File: config.mk
export PLATFORM = sky130hd
export DESIGN_NAME = tenbaset_tx_sched
export DESIGN_NICKNAME = d
export VERILOG_FILES = /design/src/rtl/tenbaset_pkg.sv /design/src/rtl/tenbaset_rr_arb.sv /design/src/rtl/tenbaset_tx_sched.sv
export SDC_FILE = /design/constraint.sdc
export NUM_CORES = 1
export LEC_CHECK = 0
export CAP_MARGIN = 20
export CORE_ASPECT_RATIO = 0.75
export CORE_MARGIN = 2
export CORE_UTILIZATION = 47
export CTS_CLUSTER_DIAMETER = 80
export DETAILED_ROUTE_END_ITERATION = 10
export PLACE_DENSITY = 0.65
export SLEW_MARGIN = 20
export SYNTH_ARGS = -nofsm -noshare
export SYNTH_HDL_FRONTEND = slang
export SYNTH_HIERARCHICAL = 1
export SYNTH_SLANG_ARGS = --single-unit
File: constraint.sdc
create_clock -name CLK -period 2.5 [get_ports CLK]
set_input_delay 0.375 -clock CLK [delete_from_list [all_inputs] [get_ports CLK]]
set_output_delay 0.375 -clock CLK [all_outputs]
set_load 0.01 [all_outputs]
File: src/rtl/tenbaset_pkg.sv
// Shared types and 20 MHz timing constants for the 10BASE-T transmit scheduler.
package tenbaset_pkg;

    typedef enum logic [2:0] {
        IDLE      = 3'd0,
        WAIT_BUSY = 3'd1,
        XMIT      = 3'd2,
        IFG       = 3'd3,
        NLP       = 3'd4
    } state_t;

    localparam int IFG_CYCLES_20M    = 192;
    localparam int NLP_PERIOD_20M    = 320000;
    localparam int NLP_WIDTH_20M     = 2;
    localparam int START_TIMEOUT_DEF = 16;

    localparam int NLP_TIMER_W = $clog2(NLP_PERIOD_20M);
    localparam int CNT_W       = 8;

endpackage

File: src/rtl/tenbaset_rr_arb.sv
// Two-way round-robin pick; the source that was not served last wins a tie.
module tenbaset_rr_arb (
    input  logic [1:0] req,
    input  logic       rr_last,
    output logic [1:0] grant,
    output logic       idx
);

    always_comb begin
        idx = 1'b0;
        unique case (req)
            2'b01:   idx = 1'b0;
            2'b10:   idx = 1'b1;
            2'b11:   idx = ~rr_last;
            default: idx = 1'b0;
        endcase
        grant = 2'b00;
        if (|req) begin
            grant = idx ? 2'b10 : 2'b01;
        end
    end

endmodule

File: src/rtl/tenbaset_tx_sched.sv
// Shares one Manchester transmitter between two frame sources and keeps the
// link alive with Normal Link Pulses when the line is quiet.
module tenbaset_tx_sched
    import tenbaset_pkg::*;
#(
    parameter int IFG_CYCLES    = IFG_CYCLES_20M,
    parameter int NLP_PERIOD    = NLP_PERIOD_20M,
    parameter int NLP_WIDTH     = NLP_WIDTH_20M,
    parameter int START_TIMEOUT = START_TIMEOUT_DEF
) (
    input  logic       CLK,
    input  logic       RST,
    input  logic [1:0] req,
    output logic [1:0] grant,
    output logic       tx_sel,
    output logic       tx_start,
    input  logic       tx_busy,
    output logic       nlp,
    output logic       start_err
);

    localparam logic [NLP_TIMER_W-1:0] TMR_LAST = NLP_TIMER_W'(NLP_PERIOD - 1);
    localparam logic [CNT_W-1:0]       IFG_LAST = CNT_W'(IFG_CYCLES - 1);
    localparam logic [CNT_W-1:0]       NLP_LAST = CNT_W'(NLP_WIDTH - 1);
    localparam logic [CNT_W-1:0]       TO_LAST  = CNT_W'(START_TIMEOUT - 1);

    state_t                 state;
    logic [NLP_TIMER_W-1:0] nlp_timer;
    logic [CNT_W-1:0]       cnt;
    logic                   rr_last;
    logic [1:0]             arb_grant;
    logic                   arb_idx;

    tenbaset_rr_arb u_arb (
        .req     (req),
        .rr_last (rr_last),
        .grant   (arb_grant),
        .idx     (arb_idx)
    );

    always_ff @(posedge CLK) begin
        if (RST) begin
            state     <= IDLE;
            grant     <= 2'b00;
            tx_sel    <= 1'b0;
            tx_start  <= 1'b0;
            nlp       <= 1'b0;
            start_err <= 1'b0;
            nlp_timer <= '0;
            cnt       <= '0;
            rr_last   <= 1'b1;
        end else begin
            tx_start  <= 1'b0;
            start_err <= 1'b0;
            if (nlp_timer != TMR_LAST) begin
                nlp_timer <= nlp_timer + 1'b1;
            end
            unique case (state)
                IDLE: begin
                    // A pending frame beats an expiring link-pulse timer.
                    if (|req) begin
                        grant    <= arb_grant;
                        tx_sel   <= arb_idx;
                        tx_start <= 1'b1;
                        cnt      <= '0;
                        state    <= WAIT_BUSY;
                    end else if (nlp_timer == TMR_LAST) begin
                        nlp       <= 1'b1;
                        nlp_timer <= '0;
                        cnt       <= '0;
                        state     <= NLP;
                    end
                end
                WAIT_BUSY: begin
                    if (tx_busy) begin
                        state <= XMIT;
                    end else if (cnt == TO_LAST) begin
                        start_err <= 1'b1;
                        grant     <= 2'b00;
                        state     <= IDLE;
                    end else begin
                        cnt <= cnt + 1'b1;
                    end
                end
                XMIT: begin
                    if (!tx_busy) begin
                        grant     <= 2'b00;
                        rr_last   <= tx_sel;
                        nlp_timer <= '0;
                        cnt       <= '0;
                        state     <= IFG;
                    end
                end
                IFG: begin
                    if (cnt == IFG_LAST) begin
                        state <= IDLE;
                    end else begin
                        cnt <= cnt + 1'b1;
                    end
                end
                NLP: begin
                    if (cnt == NLP_LAST) begin
                        nlp   <= 1'b0;
                        state <= IDLE;
                    end else begin
                        cnt <= cnt + 1'b1;
                    end
                end
                default: state <= IDLE;
            endcase
        end
    end

endmodule

Yosys cells after proc, flatten, opt, wreduce, memory -nomap -nowiden
Index checks and enable logic that the tools add are counted.
{ "totals": {"ff_bits": 37, "input_bits": 5, "out_inout_bits": 6, "word_cells": 86} }
{ "classes": {"add_sub_neg": 2, "eq_ne": 24, "mux": 34, "n_bitwise": 4, "reduce_logical": 13} }
{ "op_table": {"columns": ["cell", "count"], "rows": [
  ["2-to-1 mux 19 bit", 4],
  ["2-to-1 mux 8 bit", 7],
  ["case mux 8 bit (5 select lines)", 1],
  ["case mux 19 bit (2 select lines)", 1],
  ["inequality test 2 bit (second input constant)", 11],
  ["2-to-1 mux 3 bit", 7],
  ["adder 19 x 1 -> 19 bit (second input constant)", 1],
  ["== test 19 bit (second input constant)", 1],
  ["inequality test 19 bit (second input constant)", 1],
  ["case mux 3 bit (5 select lines)", 1],
  ["2-to-1 mux 2 bit", 5],
  ["AND reduction 5 bit", 2],
  ["adder 8 x 1 -> 8 bit (second input constant)", 1],
  ["== test 8 x 1 -> 1 bit (second input constant)", 1],
  ["== test 8 x 4 -> 1 bit (second input constant)", 1],
  ["== test 8 bit (second input constant)", 1],
  ["AND reduction 7 bit", 1],
  ["== test 3 x 2 -> 1 bit (second input constant)", 2],
  ["inequality test 3 bit (second input constant)", 2],
  ["case mux 2 bit (3 select lines)", 1],
  ["2-to-1 mux 1 bit", 5],
  ["nonzero test 5 bit", 1],
  ["== test 2 bit (second input constant)", 2],
  ["inverter 1 bit", 4],
  ["other kinds (10)", 13]
]} }

Logic depth before layout (Yosys ltp)
{ "depth": {"depth_word": 5, "depth_mapped": 8, "mapped_depth_nobuf": 8} }

Hierarchy
The synthesis kept the hierarchy.
{ "by_module_without_submodules": {"columns": ["mod", "n_inst", "cells_per_inst", "area_each_um2", "seq_area_each_um2"], "rows": [
  ["tenbaset_tx_sched", 1, 235, 1988.2, 740.7],
  ["tenbaset_rr_arb", 1, 4, 26.3, 0.0]
]} }

Least setup slack after synthesis
OpenSTA, ideal clock, no wires.
{ "synth_timing": {"kind": "register to register", "startpoint": "reg cnt[5]", "endpoint": "reg grant[0]", "setup_time_ns": 0.114, "arrival_time_ns": 1.830, "t_required_ns": 2.386, "path_slack_ns": 0.555, "path_stages_with_launch": 6, "n_path_buf": 0, "period_less_slack_ns": 1.945, "path_cell_list": "dfxtp_1 or4_1 or4_1 a221o_2 mux2i_1 nor2_1"} }
{ "synth_between": {"elab_chain_cells": 3} }
{ "synth_lines": {"columns": ["element", "line", "source"], "rows": [
  ["start: declaration", "tenbaset_tx_sched.sv:29", "logic [CNT_W-1:0] cnt;"],
  ["start signal: assignment", "tenbaset_tx_sched.sv:82", "cnt <= cnt + 1'b1;"],
  ["start signal: assignment", "tenbaset_tx_sched.sv:98", "cnt <= cnt + 1'b1;"],
  ["start signal: assignment", "tenbaset_tx_sched.sv:106", "cnt <= cnt + 1'b1;"],
  ["== test 8 x 4 -> 1 bit", "tenbaset_tx_sched.sv:77", "end else if (cnt == TO_LAST) begin"],
  ["inequality test 2 bit (no line)", null, null],
  ["AND reduction 5 bit (no line)", null, null],
  ["end signal: assignment", "tenbaset_tx_sched.sv:62", "grant <= arb_grant;"],
  ["end: declaration", "tenbaset_tx_sched.sv:14", "output logic [1:0] grant,"]
]} }
No other way between the ends.
A chain may end at the register's enable or synchronous reset.

Final worst setup path
{ "layout_timing": {"startpoint": "reg cnt[0]", "endpoint": "reg grant[0]"} }
Same word-level chain as after synthesis.

==> run_summary.xml <==
<?xml version="1.0" encoding="UTF-8"?>
<metrics>
  <group name="yosys">
    <metric name="synth_edf_count" unit="">0</metric>
    <metric name="mapped_area" unit="µm²">2010</metric>
    <metric name="avgSynthCellArea" unit="µm²">8.43</metric>
    <metric name="synth.yosys.seq_area_share" unit="">0.368</metric>
    <metric name="post_synth_num_cell_types" unit="">55</metric>
    <metric name="synthesis.yosys.warnings" unit="">6</metric>
    <metric name="ys_dominant_reg_cell" unit="">sky130_fd_sc_hd__dfxtp_1</metric>
    <metric name="mappedNetlistNets" unit="">248</metric>
    <metric name="post_synth_inst_count" unit="">239</metric>
    <metric name="ys_ff_latch" unit="">37</metric>
    <metric name="async_s_r_ff_share_synth" unit="">0</metric>
  </group>
  <group name="clocking">
    <metric name="cts_tree" unit="">yes</metric>
    <metric name="post_cts.resized_instances" unit="">0</metric>
    <metric name="path_clk_slew" unit="ns">0.07</metric>
    <metric name="clockBufferDepth" unit="">2</metric>
    <metric name="maximum_level_of_the_cts_h_tree" unit="">2</metric>
    <metric name="cts_hold_buffers" unit="">0</metric>
    <metric name="cts_setup_buffers" unit="">0</metric>
    <metric name="clock_network_latency_to_the_later_pin_of_the_worst_skew_pair" unit="ns">0.28</metric>
    <metric name="cts_made_buffers" unit="">5</metric>
    <metric name="clock_tree.root_cell" unit="">sky130_fd_sc_hd__clkbuf_8</metric>
    <metric name="clock_sink_count" unit="">37</metric>
  </group>
  <group name="status">
    <metric name="outcome" unit="">complete, no violations</metric>
  </group>
  <group name="worst_setup_path">
    <metric name="cp_max_fo" unit="">9</metric>
    <metric name="critical_path.startpoint_type" unit="">flip-flop</metric>
    <metric name="cp-end-kind" unit="">flip-flop</metric>
    <metric name="timing.reg2reg.setup_slack" unit="ns">0.37</metric>
    <metric name="worst_r2r_endpoint" unit="">grant[0]</metric>
    <metric name="critical_path_required" unit="ns">2.67</metric>
    <metric name="worst-r2r-cell-count" unit="">6</metric>
    <metric name="critical_path_arrival" unit="ns">2.30</metric>
    <metric name="criticalPathCategory" unit="">reg -&gt; reg</metric>
    <metric name="r2r-start" unit="">cnt[0]</metric>
  </group>
  <group name="layout">
    <metric name="count_of_non_filler_cells_in_the_finished_layout" unit="">313</metric>
    <metric name="finalNetCount" unit="">266</metric>
    <metric name="antenna-diode-count" unit="">0</metric>
    <metric name="syn_to_final_growth" unit="%">12.7</metric>
    <metric name="layout-drive-gt1-share" unit="">0.0853</metric>
    <metric name="final_util" unit="">0.556</metric>
  </group>
  <group name="timing">
    <metric name="finalCriticalPeriod" unit="ns">2.13</metric>
    <metric name="worstMarginPinSlew" unit="ns">0.600</metric>
    <metric name="skew" unit="ns">0.00944</metric>
    <metric name="final-hold-violation-count" unit="">0</metric>
    <metric name="fmax" unit="MHz">469</metric>
    <metric name="slew_headroom" unit="">0.600</metric>
    <metric name="timing.final.setup_violations" unit="">0</metric>
    <metric name="final.setup.tns" unit="ns">0</metric>
    <metric name="grt_setup_unrepaired" unit="">false</metric>
    <metric name="layout_worst_path_cycle_share" unit="">0.852</metric>
    <metric name="report.final.slew_viol_count" unit="">0</metric>
  </group>
  <group name="place">
    <metric name="hpwlAfterDp" unit="µm">3210</metric>
    <metric name="portBuffers" unit="">10</metric>
    <metric name="numPlacedInstances" unit="">305</metric>
    <metric name="place_congestion" unit="">0.848</metric>
  </group>
  <group name="global_routing">
    <metric name="antenna_found_initial" unit="">0</metric>
    <metric name="first_global_vias" unit="">1613</metric>
    <metric name="globalRouteTotalUtil" unit="">0.208</metric>
    <metric name="grt_start_max_net_pins" unit="">17</metric>
    <metric name="global_route_wire_length_before_repair" unit="µm">7800</metric>
    <metric name="grt_remaining_overflow" unit="">0</metric>
  </group>
  <group name="route">
    <metric name="firstDrtPassIters" unit="">4</metric>
    <metric name="detail_route.vias_per_cell" unit="">5.65</metric>
    <metric name="num_vias" unit="">1769</metric>
    <metric name="drt.antenna.violating_nets" unit="">0</metric>
    <metric name="detailedRoute.firstIterationViolations" unit="">71</metric>
    <metric name="drc_errors" unit="">0</metric>
    <metric name="dr_wl_cell" unit="µm">13.8</metric>
    <metric name="totalWireLength" unit="µm">4330</metric>
  </group>
  <group name="floorplan">
    <metric name="fp.dieW" unit="µm">79.6</metric>
    <metric name="start_util" unit="">0.494</metric>
    <metric name="chipHeight" unit="µm">60.7</metric>
    <metric name="area_of_the_die" unit="µm²">4830</metric>
    <metric name="num_io_pins" unit="">11</metric>
    <metric name="core_area" unit="µm²">4080</metric>
    <metric name="placement_rows" unit="">20</metric>
  </group>
  <group name="run">
    <metric name="max-cap-violations" unit="">0</metric>
  </group>
  <group name="hold_path">
    <metric name="hold_path_end" unit="">nlp_timer[1]</metric>
    <metric name="hold_path_depth" unit="">2</metric>
    <metric name="holdCritPathClass" unit="">reg -&gt; reg</metric>
    <metric name="holdCritStartpoint" unit="">nlp_timer[1]</metric>
  </group>
  <group name="pwr">
    <metric name="leakagePower" unit="nW">0.823</metric>
    <metric name="ir_worst_vdd" unit="V">0.000482</metric>
    <metric name="cellPowerDensity" unit="nW/µm²">583</metric>
  </group>
</metrics>
-- worst max-delay path: stages, from the launching register on --
cell,delay [ns]
sky130_fd_sc_hd__dfxtp_1,0.39
sky130_fd_sc_hd__ha_1,0.26
sky130_fd_sc_hd__nand3_2,0.18
sky130_fd_sc_hd__or4_1,0.60
sky130_fd_sc_hd__a221o_2,0.39
sky130_fd_sc_hd__mux2i_1,0.15
sky130_fd_sc_hd__nor2_1,0.05
-- stage by stage --
step                      instance area [µm²]  power, mW  hold WS (ns)  setup slack, ns
after floorplan                          2010      0.858         0.467            0.555
after global placement                   2190      0.939         0.483            0.261
after detailed placement                 2190      0.942         0.488            0.251
after CTS                                2270       1.34         0.501            0.351
after global routing                     2270       1.41         0.532            0.180
final                                    2270       1.32         0.497            0.370
-- synthesized netlist by cell type (3+ instances only) --
cell type | n | area share
sky130_fd_sc_hd__a21oi_1 | 9 | 0.022
sky130_fd_sc_hd__a32o_1 | 6 | 0.030
sky130_fd_sc_hd__and3_1 | 8 | 0.025
sky130_fd_sc_hd__dfxtp_1 | 37 | 0.37
sky130_fd_sc_hd__ha_1 | 4 | 0.025
sky130_fd_sc_hd__inv_1 | 6 | 0.011
sky130_fd_sc_hd__mux2i_1 | 5 | 0.025
sky130_fd_sc_hd__nand2_1 | 21 | 0.039
sky130_fd_sc_hd__nand3_1 | 14 | 0.035
sky130_fd_sc_hd__nor2_1 | 27 | 0.050
sky130_fd_sc_hd__nor3_1 | 12 | 0.030
sky130_fd_sc_hd__nor3b_1 | 3 | 0.011
sky130_fd_sc_hd__nor4_1 | 7 | 0.022
sky130_fd_sc_hd__o21ai_0 | 8 | 0.020
sky130_fd_sc_hd__or4_1 | 4 | 0.015
sky130_fd_sc_hd__xnor2_1 | 7 | 0.030
sky130_fd_sc_hd__xor2_1 | 8 | 0.035
-- cell type report --
class,instances,area (µm²)
inverter,7,26.3
fill,398,1810
clock buffer,8,80.1
multi-input combinational,187,1190
sequential,37,741
tap,55,68.8
timing repair buffer,19,168
-- registers in the layout (all words and copies together) (netlist names) --
name and flops:
nlp 1, cnt 8, start_err 1, grant 2, tx_start 1, rr_last 1
tx_sel 1, state 3, nlp_timer 19
-- layout by cell type (no fill, tap or decap), types with 3 or more instances in the layout --
cell	synthesis	layout
sky130_fd_sc_hd__or4_1	4	4
sky130_fd_sc_hd__nor4_1	7	7
sky130_fd_sc_hd__a21oi_1	9	9
sky130_fd_sc_hd__buf_4	1	9
sky130_fd_sc_hd__mux2i_1	5	5
sky130_fd_sc_hd__nor3_1	12	12
sky130_fd_sc_hd__xnor2_1	7	7
sky130_fd_sc_hd__nand2_1	21	21
sky130_fd_sc_hd__o21ai_0	8	8
sky130_fd_sc_hd__xor2_1	8	8
sky130_fd_sc_hd__nand3_1	14	14
sky130_fd_sc_hd__a32o_1	6	6
sky130_fd_sc_hd__nor2_1	27	27
sky130_fd_sc_hd__clkdlybuf4s50_1	0	10
sky130_fd_sc_hd__inv_1	6	6
sky130_fd_sc_hd__clkbuf_1	2	3
sky130_fd_sc_hd__nor3b_1	3	3
sky130_fd_sc_hd__ha_1	4	4
sky130_fd_sc_hd__clkbuf_8	1	5
sky130_fd_sc_hd__dfxtp_1	37	37
sky130_fd_sc_hd__and3_1	8	8
-- kinds of logic after synthesis --
family	share of synthesized area
and+or+nand+nor	0.314
AOI/OAI and AO/OA	0.160
DFF	0.368
xor gates and xnor gates	0.0652
buffers and inverters	0.0435
muxes	0.0248
adders and majority gates	0.0248
-- how the worst max path moves through the flow --
stage	from	end	slack (ns)
6_report	cnt[0]	grant[0]	0.37
5_1_grt	nlp_timer[14]	cnt[7]	0.18
4_1_cts	cnt[0]	grant[1]	0.35
3_5_place_dp	tx_busy	cnt[2]	0.25
3_3_place_gp	tx_busy	cnt[2]	0.26
2_1_floorplan	cnt[5]	grant[0]	0.56
-- report_power, final --
group | internal, mW | switching [mW]
Sequential | 0.615 | 0.0384
Combinational | 0.135 | 0.141
Clock | 0.198 | 0.196
Total | 0.948 | 0.376
-- routing by layer --
metal / GRT usage / wire length [µm]
met1: 0.307 / 2260
met2: 0.309 / 1900
met3: 0.0446 / 161
met4: 0.0591 / 19
met5: 0 / 0
No activity file was read; power rests on OpenSTA's default activity.
